File: src/rtl/rom_load_ctrl_pkg.sv
// rom_load_ctrl_pkg: shared definitions for the ROM download controller.
// Holds the controller state encoding, the hps_io download index codes and
// the game-select byte codes written during a MOD download.
package rom_load_ctrl_pkg;

    typedef enum logic [2:0] {
        ST_IDLE,
        ST_ROM,
        ST_MOD,
        ST_DIP,
        ST_SKIP,
        ST_SETTLE
    } state_t;

    // hps_io download index values
    localparam logic [7:0] IDX_ROM = 8'd0;
    localparam logic [7:0] IDX_MOD = 8'd1;
    localparam logic [7:0] IDX_DIP = 8'd254;

    // Game-select byte written at address 0 of a MOD download
    localparam logic [7:0] MOD_BWIDOW   = 8'd0;
    localparam logic [7:0] MOD_GRAVITAR = 8'd1;
    localparam logic [7:0] MOD_LUNARBAT = 8'd2;
    localparam logic [7:0] MOD_SPACDUEL = 8'd3;

    // State a new download enters, chosen by its index
    function automatic state_t index_target(input logic [7:0] idx);
        state_t st;
        case (idx)
            IDX_ROM: st = ST_ROM;
            IDX_MOD: st = ST_MOD;
            IDX_DIP: st = ST_DIP;
            default: st = ST_SKIP;
        endcase
        return st;
    endfunction

endpackage

File: src/rtl/rom_load_ctrl.sv
// rom_load_ctrl: routes the hps_io download bus to the game core.
//   index 0   -> ROM image, forwarded to the core ROM write port
//   index 1   -> game select byte (one-hot mod_* outputs)
//   index 254 -> DIP switch bytes 0..2
//   others    -> ignored
// After a ROM download the core is held in reset for SETTLE_CYCLES clocks.
// Ports:
//   clk_12, reset            : clock, asynchronous active-high reset
//   ioctl_*                  : hps_io download bus (inputs)
//   dn_addr/dn_data/dn_wr    : core ROM write port, one clock after ioctl write
//   mod_*                    : one-hot game select
//   dip0..dip2               : DIP bytes
//   core_reset_hold          : keeps the game core in reset
//   load_done/load_err       : ROM load status; rom_bytes: accepted ROM bytes
module rom_load_ctrl
    import rom_load_ctrl_pkg::*;
#(
    parameter int ROM_BYTES     = 65536,
    parameter int SETTLE_CYCLES = 16
) (
    input  logic        clk_12,
    input  logic        reset,
    input  logic        ioctl_download,
    input  logic        ioctl_wr,
    input  logic [24:0] ioctl_addr,
    input  logic [7:0]  ioctl_dout,
    input  logic [7:0]  ioctl_index,
    output logic [15:0] dn_addr,
    output logic [7:0]  dn_data,
    output logic        dn_wr,
    output logic        mod_bwidow,
    output logic        mod_gravitar,
    output logic        mod_lunarbat,
    output logic        mod_spacduel,
    output logic [7:0]  dip0,
    output logic [7:0]  dip1,
    output logic [7:0]  dip2,
    output logic        core_reset_hold,
    output logic        load_done,
    output logic        load_err,
    output logic [16:0] rom_bytes
);

    localparam int          CNT_W     = (SETTLE_CYCLES > 1) ? $clog2(SETTLE_CYCLES) : 1;
    localparam logic [24:0] ROM_LIMIT = 25'(ROM_BYTES);

    state_t           state, state_next, dl_target, wr_state;
    logic             dl_prev, dl_armed, dl_rise, dl_fall;
    logic [CNT_W-1:0] cnt;
    logic             settle_done, rom_entry;
    logic             rom_wr_ok, rom_wr_bad, mod_wr, dip_wr;
    logic             boot_hold;
    logic [3:0]       mod_sel;   // {bwidow, gravitar, lunarbat, spacduel}

    always_ff @(posedge clk_12 or posedge reset) begin
        if (reset) begin
            state <= ST_IDLE;
        end else begin
            state <= state_next;
        end
    end

    always_comb begin
        // dl_armed blocks a download that was already high when reset released
        dl_rise     = ioctl_download & ~dl_prev & dl_armed;
        dl_fall     = ~ioctl_download & dl_prev;
        dl_target   = index_target(ioctl_index);
        state_next  = state;
        settle_done = 1'b0;
        case (state)
            ST_IDLE: begin
                if (dl_rise) state_next = dl_target;
            end
            ST_ROM: begin
                if (dl_fall) state_next = ST_SETTLE;
            end
            ST_MOD, ST_DIP, ST_SKIP: begin
                if (dl_fall) state_next = ST_IDLE;
            end
            ST_SETTLE: begin
                if (dl_rise) begin
                    state_next = dl_target;
                end else if (cnt == CNT_W'(SETTLE_CYCLES - 1)) begin
                    state_next  = ST_IDLE;
                    settle_done = 1'b1;
                end
            end
            default: state_next = ST_IDLE;
        endcase
        rom_entry = (state_next == ST_ROM) && (state != ST_ROM);

        // On the rising-edge cycle the state register still lags, so writes
        // are routed by the incoming index instead.
        wr_state   = dl_rise ? dl_target : state;
        rom_wr_ok  = ioctl_wr && (wr_state == ST_ROM) && (ioctl_addr <  ROM_LIMIT);
        rom_wr_bad = ioctl_wr && (wr_state == ST_ROM) && (ioctl_addr >= ROM_LIMIT);
        mod_wr     = ioctl_wr && (wr_state == ST_MOD) && (ioctl_addr == 25'd0);
        dip_wr     = ioctl_wr && (wr_state == ST_DIP);

        core_reset_hold = boot_hold || (state == ST_ROM) || (state == ST_SETTLE);
    end

    assign mod_bwidow   = mod_sel[3];
    assign mod_gravitar = mod_sel[2];
    assign mod_lunarbat = mod_sel[1];
    assign mod_spacduel = mod_sel[0];

    always_ff @(posedge clk_12 or posedge reset) begin
        if (reset) begin
            dl_prev   <= 1'b0;
            dl_armed  <= 1'b0;
            cnt       <= '0;
            dn_wr     <= 1'b0;
            dn_addr   <= 16'd0;
            dn_data   <= 8'd0;
            rom_bytes <= 17'd0;
            load_err  <= 1'b0;
            load_done <= 1'b0;
            boot_hold <= 1'b1;
            mod_sel   <= 4'b1000;
            dip0      <= 8'h00;
            dip1      <= 8'h00;
            dip2      <= 8'h00;
        end else begin
            dl_prev <= ioctl_download;
            if (!ioctl_download) dl_armed <= 1'b1;

            // Free-runs only while settling; any exit (done or abort) rewinds it
            cnt <= (state == ST_SETTLE) ? cnt + 1'b1 : '0;

            dn_wr <= rom_wr_ok;
            if (rom_wr_ok) begin
                dn_addr <= ioctl_addr[15:0];
                dn_data <= ioctl_dout;
            end

            // A write on the entry cycle counts as the first byte of the image
            if (rom_entry) begin
                rom_bytes <= rom_wr_ok ? 17'd1 : 17'd0;
            end else if (rom_wr_ok && rom_bytes != 17'h1FFFF) begin
                rom_bytes <= rom_bytes + 17'd1;
            end

            if (rom_entry) load_done <= 1'b0;
            else if (settle_done) load_done <= 1'b1;
            if (settle_done) boot_hold <= 1'b0;

            if (mod_wr) begin
                case (ioctl_dout)
                    MOD_BWIDOW:   mod_sel <= 4'b1000;
                    MOD_GRAVITAR: mod_sel <= 4'b0100;
                    MOD_LUNARBAT: mod_sel <= 4'b0010;
                    MOD_SPACDUEL: mod_sel <= 4'b0001;
                    default:      mod_sel <= 4'b1000;
                endcase
            end

            // Set has priority so an error on the entry cycle is not lost
            if (rom_wr_bad || (mod_wr && ioctl_dout > MOD_SPACDUEL)) begin
                load_err <= 1'b1;
            end else if (rom_entry) begin
                load_err <= 1'b0;
            end

            if (dip_wr) begin
                case (ioctl_addr)
                    25'd0:   dip0 <= ioctl_dout;
                    25'd1:   dip1 <= ioctl_dout;
                    25'd2:   dip2 <= ioctl_dout;
                    default: ;
                endcase
            end
        end
    end

endmodule

File: config.mk
export PLATFORM = sky130hd
export DESIGN_NAME = rom_load_ctrl
export DESIGN_NICKNAME = d
export VERILOG_FILES = /design/src/rtl/rom_load_ctrl_pkg.sv /design/src/rtl/rom_load_ctrl.sv
export SDC_FILE = /design/constraint.sdc
export NUM_CORES = 1
export LEC_CHECK = 0
export ABC_AREA = 1
export BUFFER_PORTS_ARGS = -buffer_cell sky130_fd_sc_hd__buf_2
export CAP_MARGIN = 10
export CORE_MARGIN = 1
export CORE_UTILIZATION = 45
export CTS_BUF_LIST = sky130_fd_sc_hd__clkbuf_8
export DETAILED_ROUTE_END_ITERATION = 7
export PLACE_DENSITY = 0.77
export SETUP_SLACK_MARGIN = 0.1
export SKIP_LAST_GASP = 1
export SLEW_MARGIN = 40
export SYNTH_ARGS = -nofsm -noshare
export SYNTH_HDL_FRONTEND = slang
export SYNTH_SLANG_ARGS = --single-unit
File: constraint.sdc
create_clock -name clk_12 -period 2.9 [get_ports clk_12]
set_input_delay 0.145 -clock clk_12 [delete_from_list [all_inputs] [get_ports clk_12]]
set_output_delay 0.145 -clock clk_12 [all_outputs]
set_load 0.005 [all_outputs]
==> results.cfg <==
[floorplanning]
dieWidth_um = 97.81
rows = 34
core_area_um2 = 8806
dieArea_um2 = 9566
initial_core_util = 0.4690
io_pins = 118
die_h_um = 97.81

[setup_path]
required_ps = 3140
r2r_slack_ps = 540
cp_max_fo = 18
start_kind = register
worstPathArrival_ps = 2600
worst-setup-path-type = reg -> reg
cp-end-kind = register

[logic_synthesis]
syn_inst = 476
synth_area_leaders = dfrtp_1 48%, nand2_1 11%, inv_1 5.3%
yosysWarnings = 0
avgSynthCellArea_um2 = 8.677
ys_seq_area_frac = 0.4974
synth_edf_count = 0
synthDistinctLibCells = 37
synth.top_cell.area_share = 0.4847
ys_dominant_reg_cell = dfrtp_1
syn_area_um2 = 4130
synth.net_count = 524
yosysTopAreaCell = dfrtp_1
synth_seq_cells = 82
synthArstFlopShare = 1.000

[timing]
hold_ws_ps = 35.54
period_minus_slack_ps = 2356
max_freq_ghz = 0.4245
rsz0062_at_grt = no
tightest_slew_ps = 571.0
clock_skew_ps = 6.910
finalSetupTns_ps = 0
hold_viol = 0
drv_slew = 0
post-route-period-util = 0.8124
relSlewSlack = 0.6194
layout_setup_ws_ps = 544.1
finalSetupViolCount = 0

[final_layout]
seq_area_um2 = 2054
antenna_cells = 0
layout_commonest_cell = nand2_1
multi_input_area_um2 = 1735
syn_to_final_growth_pct = 22.27
nNetsFinal = 647
drive_gt1_frac = 0.3146
fillers = 804
layout_common_cells = 121 x nand2_1, 117 x buf_2, 80 x dfrtp_1

[clock_tree]
cts.path.max_buffers = 2
clock_latency_ps = 350
cts_tree = done
cts_setup_buffers = 0
clock_sinks = 82
cts_max_level = 3
post_cts_resized = 0
clkTransAtPathRegs_ps = 90
cts_buffers = 9
clock_tree.root_cell = clkbuf_8

[flow_run]
max_cap_viol_count = 0

[pwr]
switching_share = 0.2877
p_leak_uw = 0.002778
power_frac_comb = 0.167
switchingPower_uw = 745.7
seq_power_share = 0.462
power_density_nw_per_um2 = 513.3
power.internal_uw = 1846
power_frac_clock = 0.371
vdd_drop_max_uv = 302.3

[route]
via_count = 3554
drt-vias-per-instance = 4.992
antenna_left = 0
drc = 16
first_pass_iters = 7
drt_wl_total_um = 9430
dr.first_iter.drc_count = 148
wl_per_cell_um = 13.24

[placed_design]
globalplace.congestion = 0.8762
place.detailed.hpwl_um = 7044
dpl_worst_slack_ps = 571.2
io_buffers = 117

[hold_path]
hold_class = in -> reg

[run_status]
violations = DRC
status = finished, violations left

[global_routing]
grt_pass1_vias = 3397
grt.overflow.total = 0
antenna_found_initial = 0
track_usage = 0.2074
grt_max_degree = 48
grt_first_pass_wirelength_um = 15820
-- per-layer routing --
| layer | track usage | wire length, um | vias up |
|---|---|---|---|
| met1 | 0.2612 | 4244 | 1655 |
| met4 | 0.05594 | 95 | 0 |
| met3 | 0.06442 | 701 | 9 |
| li1 | - | - | 1778 |
| met5 | 0 | 0 | - |
| met2 | 0.3470 | 4389 | 112 |
-- Yosys cell counts, types with 2 or more instances --
library cell and count:
nor4_1 3, nand3_2 3, dfrtp_1 80, nand3b_1 11, o21ai_0 14, nand4_1 8
dfstp_2 2, or2_2 2, nand2_2 9, xor2_1 13, or2_1 4, a21oi_1 6
nor3_1 3, nor2_1 29, o21ai_2 23, o21ai_1 15, ha_1 3, buf_2 4
nand2_1 121, nand3_1 41, buf_6 7, inv_2 2, inv_1 58, nor4_2 2
-- stage by stage --
step | instances | cell area (um^2) | total power [uW] | utilization
3_3_place_gp | 692 | 4772 | 1639 | 0.5419
2_1_floorplan | 476 | 4130 | 1529 | -
4_1_cts | 712 | 5049 | 2610 | 0.5733
3_5_place_dp | 692 | 4772 | 1649 | 0.5419
6_report | 712 | 5050 | 2592 | 0.5735
5_1_grt | 712 | 5050 | 2718 | 0.5735
-- worst paths after layout --
check,startpoint,to,cells after the start
min,ioctl_addr[12],dn_addr[12],3
max reg2reg,rom_bytes[0],rom_bytes[8],11
min in group asynchronous,reset,rom_bytes[7],3
min reg2reg,boot_hold,boot_hold,2
max in group asynchronous,reset,mod_sel[3],4
max,rom_bytes[0],rom_bytes[8],11
-- power groups by stage --
stage / clock network, uW / logic (uW) / registers [uW]
global placement: 0 / 418 / 1220
floorplan: 0 / 312 / 1220
finish: 962 / 432 / 1200
CTS: 978 / 435 / 1200
detailed placement: 0 / 429 / 1220
global route: 1020 / 491 / 1200
-- critical path, cell delays in order, from the launching register on --
cell	delay (ps)
dfrtp_1	430
ha_1	260
nand3_1	140
inv_1	110
nand2_1	80
nor4_1	230
ha_1	200
inv_1	70
nand4_4	220
clkinv_2	280
nand3b_1	170
nand2_1	60
-- timing repair --
action,4_1_cts,5_1_grt
setup endpoints to repair,0,0
hold buffers,4,0
hold endpoints to repair,47,0
-- sequential cells by signal, summed over array words and instances (netlist names) --
signal / flops
load_err: 1
load_done: 1
dl_prev: 1
cnt: 4
dn_data: 8
dn_addr: 16
mod_sel: 4
dip1: 8
dip0: 8
boot_hold: 1
dl_armed: 1
dip2: 8
rom_bytes: 17
dn_wr: 1
state: 3
-- final cells by class --
| type | count | share of cell area |
|---|---|---|
| Clock buffer | 11 | 0.02998 |
| Multi-Input combinational cell | 320 | 0.3437 |
| Clock inverter | 5 | 0.01685 |
| Sequential cell | 82 | 0.4068 |
| Tap cell | 108 | 0.02676 |
| Timing Repair Buffer | 125 | 0.1298 |
| Inverter | 61 | 0.04609 |
-- cell families (layout without fill, tap and decap cells) --
family | after synthesis | in the layout | synth area share
and+or+nand+nor | 242 | 242 | 0.2829
DFF | 82 | 82 | 0.4974
buffers and inverters | 74 | 202 | 0.08240
AOI/OAI and AO/OA | 61 | 61 | 0.09846
xor gates and xnor gates | 14 | 14 | 0.02969
adders and majority gates | 3 | 3 | 0.009089
(Power assumes the default switching activity.)
